## src/rtl/instr_fetch_unit.sv

```systemverilog
// Fetch stage: holds the PC, issues one instruction-memory read at a time and hands the
// fetched word to decode over valid/ready. Build option: FETCH_MISALIGN_TRAP_EN.
module instr_fetch_unit #(
    parameter logic [31:0] RESET_PC = 32'h0000_0000,
    parameter int          CNT_W    = 32
) (
    input  logic             Clk,
    input  logic             Rst,
    output logic             Imem_Req_Valid,
    input  logic             Imem_Req_Ready,
    output logic [31:0]      Imem_Addr,
    input  logic             Imem_Rsp_Valid,
    input  logic [31:0]      Imem_Rsp_Data,
    output logic [31:0]      Instr,
    output logic [31:0]      Instr_Pc,
    output logic [6:0]       Opcode,
    output logic             Instr_Valid,
    input  logic             Instr_Ready,
    input  logic             Pc_Src,
    input  logic [31:0]      Pc_Target,
    output logic [CNT_W-1:0] Instr_Count,
    output logic             Fetch_Fault
);

    localparam logic [31:0] NOP = 32'h0000_0013;

    typedef enum logic [1:0] {REQ, WAIT, HOLD, FAULT} state_t;

    state_t             state;
    logic [31:0]        pc;
    logic [31:0]        instr;
    logic [31:0]        instr_pc;
    logic               req_valid;
    logic               instr_valid;
    logic [CNT_W-1:0]   count;
    logic [31:0]        next_pc;

    // Target low bits are dropped so the PC can never become misaligned.
    always_comb begin
        next_pc = Pc_Src ? (Pc_Target & 32'hFFFF_FFFC) : (pc + 32'd4);
    end

`ifdef FETCH_MISALIGN_TRAP_EN
    logic fault;
    logic misaligned;

    always_comb begin
        misaligned = Pc_Src && (Pc_Target[1:0] != 2'b00);
    end

    assign Fetch_Fault = fault;
`else
    assign Fetch_Fault = 1'b0;
`endif

    always_ff @(posedge Clk) begin
        if (Rst) begin
            state       <= REQ;
            pc          <= RESET_PC;
            instr       <= NOP;
            instr_pc    <= RESET_PC;
            req_valid   <= 1'b0;
            instr_valid <= 1'b0;
            count       <= '0;
`ifdef FETCH_MISALIGN_TRAP_EN
            fault       <= 1'b0;
`endif
        end else begin
            case (state)
                REQ: begin
                    // Request stays up with a stable address until the memory takes it.
                    if (req_valid && Imem_Req_Ready) begin
                        req_valid <= 1'b0;
                        state     <= WAIT;
                    end else begin
                        req_valid <= 1'b1;
                    end
                end
                WAIT: begin
                    if (Imem_Rsp_Valid) begin
                        instr       <= Imem_Rsp_Data;
                        instr_pc    <= pc;
                        instr_valid <= 1'b1;
                        state       <= HOLD;
                    end
                end
                HOLD: begin
                    if (Instr_Ready) begin
                        instr_valid <= 1'b0;
`ifdef FETCH_MISALIGN_TRAP_EN
                        if (misaligned) begin
                            fault <= 1'b1;
                            state <= FAULT;
                        end else
`endif
                        begin
                            pc        <= next_pc;
                            count     <= count + CNT_W'(1);
                            req_valid <= 1'b1;
                            state     <= REQ;
                        end
                    end
                end
                default: begin
                    // Trapped: only reset leaves this state.
                    req_valid   <= 1'b0;
                    instr_valid <= 1'b0;
                    state       <= FAULT;
                end
            endcase
        end
    end

    assign Imem_Req_Valid = req_valid;
    assign Imem_Addr      = pc;
    assign Instr          = instr;
    assign Instr_Pc       = instr_pc;
    assign Opcode         = instr[6:0];
    assign Instr_Valid    = instr_valid;
    assign Instr_Count    = count;

endmodule

```

## config.mk

```make
export PLATFORM = sky130hd
export DESIGN_NAME = instr_fetch_unit
export DESIGN_NICKNAME = d
export VERILOG_FILES = /design/src/rtl/instr_fetch_unit.sv
export SDC_FILE = /design/constraint.sdc
export NUM_CORES = 1
export LEC_CHECK = 0
export CAP_MARGIN = 20
export CORE_MARGIN = 1
export CORE_UTILIZATION = 47
export CTS_BUF_LIST = sky130_fd_sc_hd__clkbuf_8
export CTS_CLUSTER_SIZE = 20
export DETAILED_ROUTE_END_ITERATION = 7
export GPL_TIMING_DRIVEN = 0
export PLACE_DENSITY_LB_ADDON = 0.3
export SETUP_SLACK_MARGIN = 0.15
export SYNTH_ARGS = -nofsm -noshare
export SYNTH_HDL_FRONTEND = slang
export SYNTH_SLANG_ARGS = --single-unit
```

## constraint.sdc

```tcl
create_clock -name Clk -period 2.2 [get_ports Clk]
set_input_delay 0.55 -clock Clk [delete_from_list [all_inputs] [get_ports Clk]]
set_output_delay 0.55 -clock Clk [all_outputs]
set_load 0.02 [all_outputs]
```

==> results by group, run 1 <==
Detailed routing
  • Routed WL: 18.1 mm
  • Drt via density: 5.35
  • Count of antenna-violating nets left after detailed routing: 0
  • Number of detailed-routing iterations run before antenna repair: 5
  • Detail-routed net length per standard cell: 15.7 um
  • Detailed-route via count: 6,179
  • Total DRC errors in the routed layout: 0
  • Starting DRT DRC Count: 546

STA
  • # setup viols final: 0
  • Largest clock skew in the final design: 0.00972 ns
  • Count of pins over their slew limit: 0
  • Post-route clock period utilization: 0.908
  • Setup slack after layout: 0.201 ns
  • Hold violation count in the final report: 0
  • Maximum clock frequency: 500 MHz
  • Slew at the pin closest to its max-slew limit: 0.688 ns
  • Worst slew margin relative to its limit: 0.542
  • Min Tclk post-route: 2.00 ns
  • RSZ-0062 raised after global routing: yes

Clock tree
  • Clock tree from TritonCTS: built
  • Maximum level of the CTS H-tree: 4
  • CTS Buf Count: 17
  • Hold Buf Count CTS: 0
  • Post-CTS clock slew at the launch and capture registers of the worst setup and hold paths: 0.07 ns
  • Sink Count: 128
  • Clock root cell: clkbuf_8
  • Clock Latency Late Sink: 0.46 ns
  • Buffer levels on the longest clock path: 2

Worst setup path
  • Critical Path Start Type: flip-flop
  • Critical path data arrival time: 1.45 ns
  • Buf/Inv on CP: 1
  • Dominant delay contributor by cell family on the critical path: buffers and inverters
  • Maximum single-stage delay on the critical path: 0.62 ns
  • Type of the worst setup path: flip-flop to output pin
  • Endpoint class of the critical path: output pin
  • Ordered list of cells on the worst path: clkdlybuf4s50_1
  • Critical-path cell with the highest stage delay: clkdlybuf4s50_1
  • Highest fanout seen on the critical path: 3
  • Data required time of the worst path: 1.65 ns

Power and ir drop
  • Highest ir drop seen on vdd: 0.510 mV
  • Power per cell area: 732 nW/um2
  • Lkg Pwr: 3.42 nW

Placed design
  • Pre-CTS WS: -0.649 ns
  • Port Buf Inserts: 198
  • Final weighted congestion of routability-driven global placement: 0.872
  • Half-perimeter wire length after placement: 12.7 mm
  • Area post-placement: 8060 um2

Global route
  • Largest net degree at the start of global routing: 17
  • Global-route wire length before repair: 28.1 mm
  • Gr ovfl total: 0
  • GRT Total Usage: 0.279
  • Number of antenna violations at the first check in global routing: 0
  • Vias in the first global route: 5,638

Hold path
  • Path class of the lowest-slack min-delay path: flip-flop to flip-flop

Floorplan
  • Overall die area: 12,900 um2
  • DIE WIDTH: 114 um
  • Starting utilization of the core area: 0.485
  • Standard cell core area: 12,100 um2
  • Count of boundary I/O pins: 208
  • Count of standard-cell rows: 40
  • Die Y: 114 um

Synthesis
  • Mapped Cells: 747
  • Warning count from the yosys run: 0
  • Cell area after synthesis: 5850 um2
  • Post-synthesis sequential area ratio: 0.438
  • Dominant synthesized flop cell: dfxtp_1
  • Register bit total from synthesis: 128
  • Number of synthesized flops with an enable pin: 0
  • Library cells used by synthesis: 55
  • Post-synthesis average cell area: 7.83 um2
  • FFs w/ async S/R, synth: 0

Finish
  • Multi-input gate area: 3030 um2
  • Post-layout instance area: 8550 um2
  • Area growth from synthesis to layout: 46.2%
  • Net total in the final layout: 1,049
  • Count of antenna diodes in the layout: 0
  • Register area: 2580 um2
  • Layout filler cell count: 1,022
  • Share of final-layout standard cells stronger than drive strength 1: 0.0892

Run
  • MaxCap Viol Count: 0

Run status
  • Status: complete, no violations
==> final timing paths <==
path,startpoint,endpoint,slack [ns],cells after the start
worst max-delay path,Instr_Count[22],Instr_Count[22],0.20,1
worst min register to register,Instr[14],Instr[14],0.45,2
worst min-delay path,Instr[14],Instr[14],0.45,2
worst max register to register,state[0],Instr_Count[30],0.24,9
==> cell families (layout without fill, tap and decap cells) <==
kind of cell / count (synthesis) / after routing / synth area share
and+or+nand+nor: 348 / 348 / 0.280
AOI/OAI and AO/OA: 147 / 147 / 0.148
DFF: 128 / 128 / 0.438
buffers and inverters: 77 / 312 / 0.0578
xor gates and xnor gates: 28 / 28 / 0.0419
muxes: 12 / 12 / 0.0208
adders and majority gates: 6 / 6 / 0.0128
other: 1 / 5 / 0.000641
==> layout make-up <==
| cell class | count | share of cell area |
|---|---|---|
| flip-flops and latches | 128 | 0.301 |
| repair buffers | 203 | 0.230 |
| clock buffers | 18 | 0.0290 |
| multi-input cells | 546 | 0.355 |
| inverters | 13 | 0.00571 |
| well taps | 168 | 0.0246 |
| clock inverters | 14 | 0.0176 |
| plain buffers | 64 | 0.0367 |
==> metrics by stage <==
step	total power [W]	TNS [ns]	utilization	hold WS, ns	cells
2_1_floorplan	0.00355	0	-	0.507	751
3_3_place_gp	0.00422	-24.98	0.668	0.440	1117
3_5_place_dp	0.00424	-27.87	0.668	0.446	1117
4_1_cts	0.00626	0	0.701	0.456	1153
5_1_grt	0.00655	0	0.709	0.472	1154
6_report	0.00626	0	0.709	0.454	1154
==> power breakdown <==
group	total (W)	internal [W]	switching, W
clock	0.00206	0.00113	0.000935
sequential	0.00265	0.00248	0.000169
combinational	0.00155	0.000630	0.000917
total	0.00626	0.00424	0.00202
==> synthesized netlist by cell type (all sizes together) (2+ instances only) <==
master | instances | area (um2)
and3 | 12 | 75.1
mux2i | 11 | 110
a21oi | 83 | 415
nor4 | 7 | 65.1
nor2 | 63 | 236
a211oi | 5 | 37.5
nor3b | 2 | 15.0
o41ai | 2 | 17.5
a31o | 3 | 26.3
nor2b | 7 | 43.8
or4 | 2 | 15.0
inv | 13 | 48.8
o21ai | 14 | 70.1
and4 | 7 | 61.3
o31ai | 4 | 30.0
nor3 | 23 | 115
a32o | 2 | 20.0
or3 | 3 | 18.8
xnor2 | 19 | 166
clkbuf | 42 | 158
o22ai | 2 | 12.5
a32oi | 2 | 17.5
nand3b | 5 | 37.5
nand2b | 6 | 40.0
nand3 | 29 | 145
o211ai | 4 | 30.0
o32ai | 2 | 17.5
nand4 | 16 | 121
ha | 6 | 75.1
dfxtp | 128 | 2560
nand4b | 2 | 17.5
xor2 | 9 | 78.8
a31oi | 13 | 81.3
or2 | 2 | 12.5
a221oi | 2 | 17.5
and2 | 3 | 18.8
buf | 22 | 131
a22oi | 2 | 15.0
nand2 | 159 | 597
==> what timing repair did <==
action | in CTS | in global routing
setup endpoints to repair | 96 | 108
gates resized for setup | 70 | 37
setup buffers | 3 | 1
cloned | 1 | 0
pin swaps | 2 | 3
==> metal layers <==
layer / wire, um / vias to the layer above / track usage
li1: - / 3007 / -
met1: 7610 / 2806 / 0.350
met2: 8180 / 325 / 0.448
met3: 1890 / 41 / 0.0834
met4: 451 / 0 / 0.118
met5: 0 / - / 0
==> state kept, by name, indices dropped and copies added, names as in the netlist <==
| register | count |
|---|---|
| Instr | 32 |
| Instr_Count | 32 |
| Imem_Addr | 30 |
| Instr_Pc | 30 |
| state | 2 |
| Imem_Req_Valid | 1 |
| Instr_Valid | 1 |
==> cell usage in the layout (no fill, tap or decap), types with 6 or more instances in the layout <==
cell and count:
dfxtp_2 11, xnor2_1 19, inv_1 15, xor2_1 9, nand3_1 29, clkdlybuf4s50_1 134, buf_4 17, dfxtp_1 117
clkbuf_2 6, and4_1 7, clkbuf_8 18, o21ai_0 14, and3_1 12, dlygate4sd2_1 55, nand4_1 14, nor2_1 63
mux2i_1 11, clkbuf_1 35, nor2b_1 7, dlymetal6s2s_1 9, a21oi_1 83, a31oi_1 13, nand2_1 159, nor3_1 19
==> tightest hold or removal path, cell delays in order, from the launching register on <==
cell	delay, ns
dfxtp_1	0.31
nand2_1	0.05
a21oi_1	0.05
(Power assumes the default switching activity.)
==> inputs of run 2 (changes only) <==
--- a/config.mk
+++ b/config.mk
@@ -14,6 +14,7 @@
 export GPL_TIMING_DRIVEN = 0
 export PLACE_DENSITY_LB_ADDON = 0.3
 export SETUP_SLACK_MARGIN = 0.15
+export SLEW_MARGIN = 20
 export SYNTH_ARGS = -nofsm -noshare
 export SYNTH_HDL_FRONTEND = slang
 export SYNTH_SLANG_ARGS = --single-unit
==> results of run 2 <==
Same layout as run 1: the final DEF is identical, and so are final timing and power.
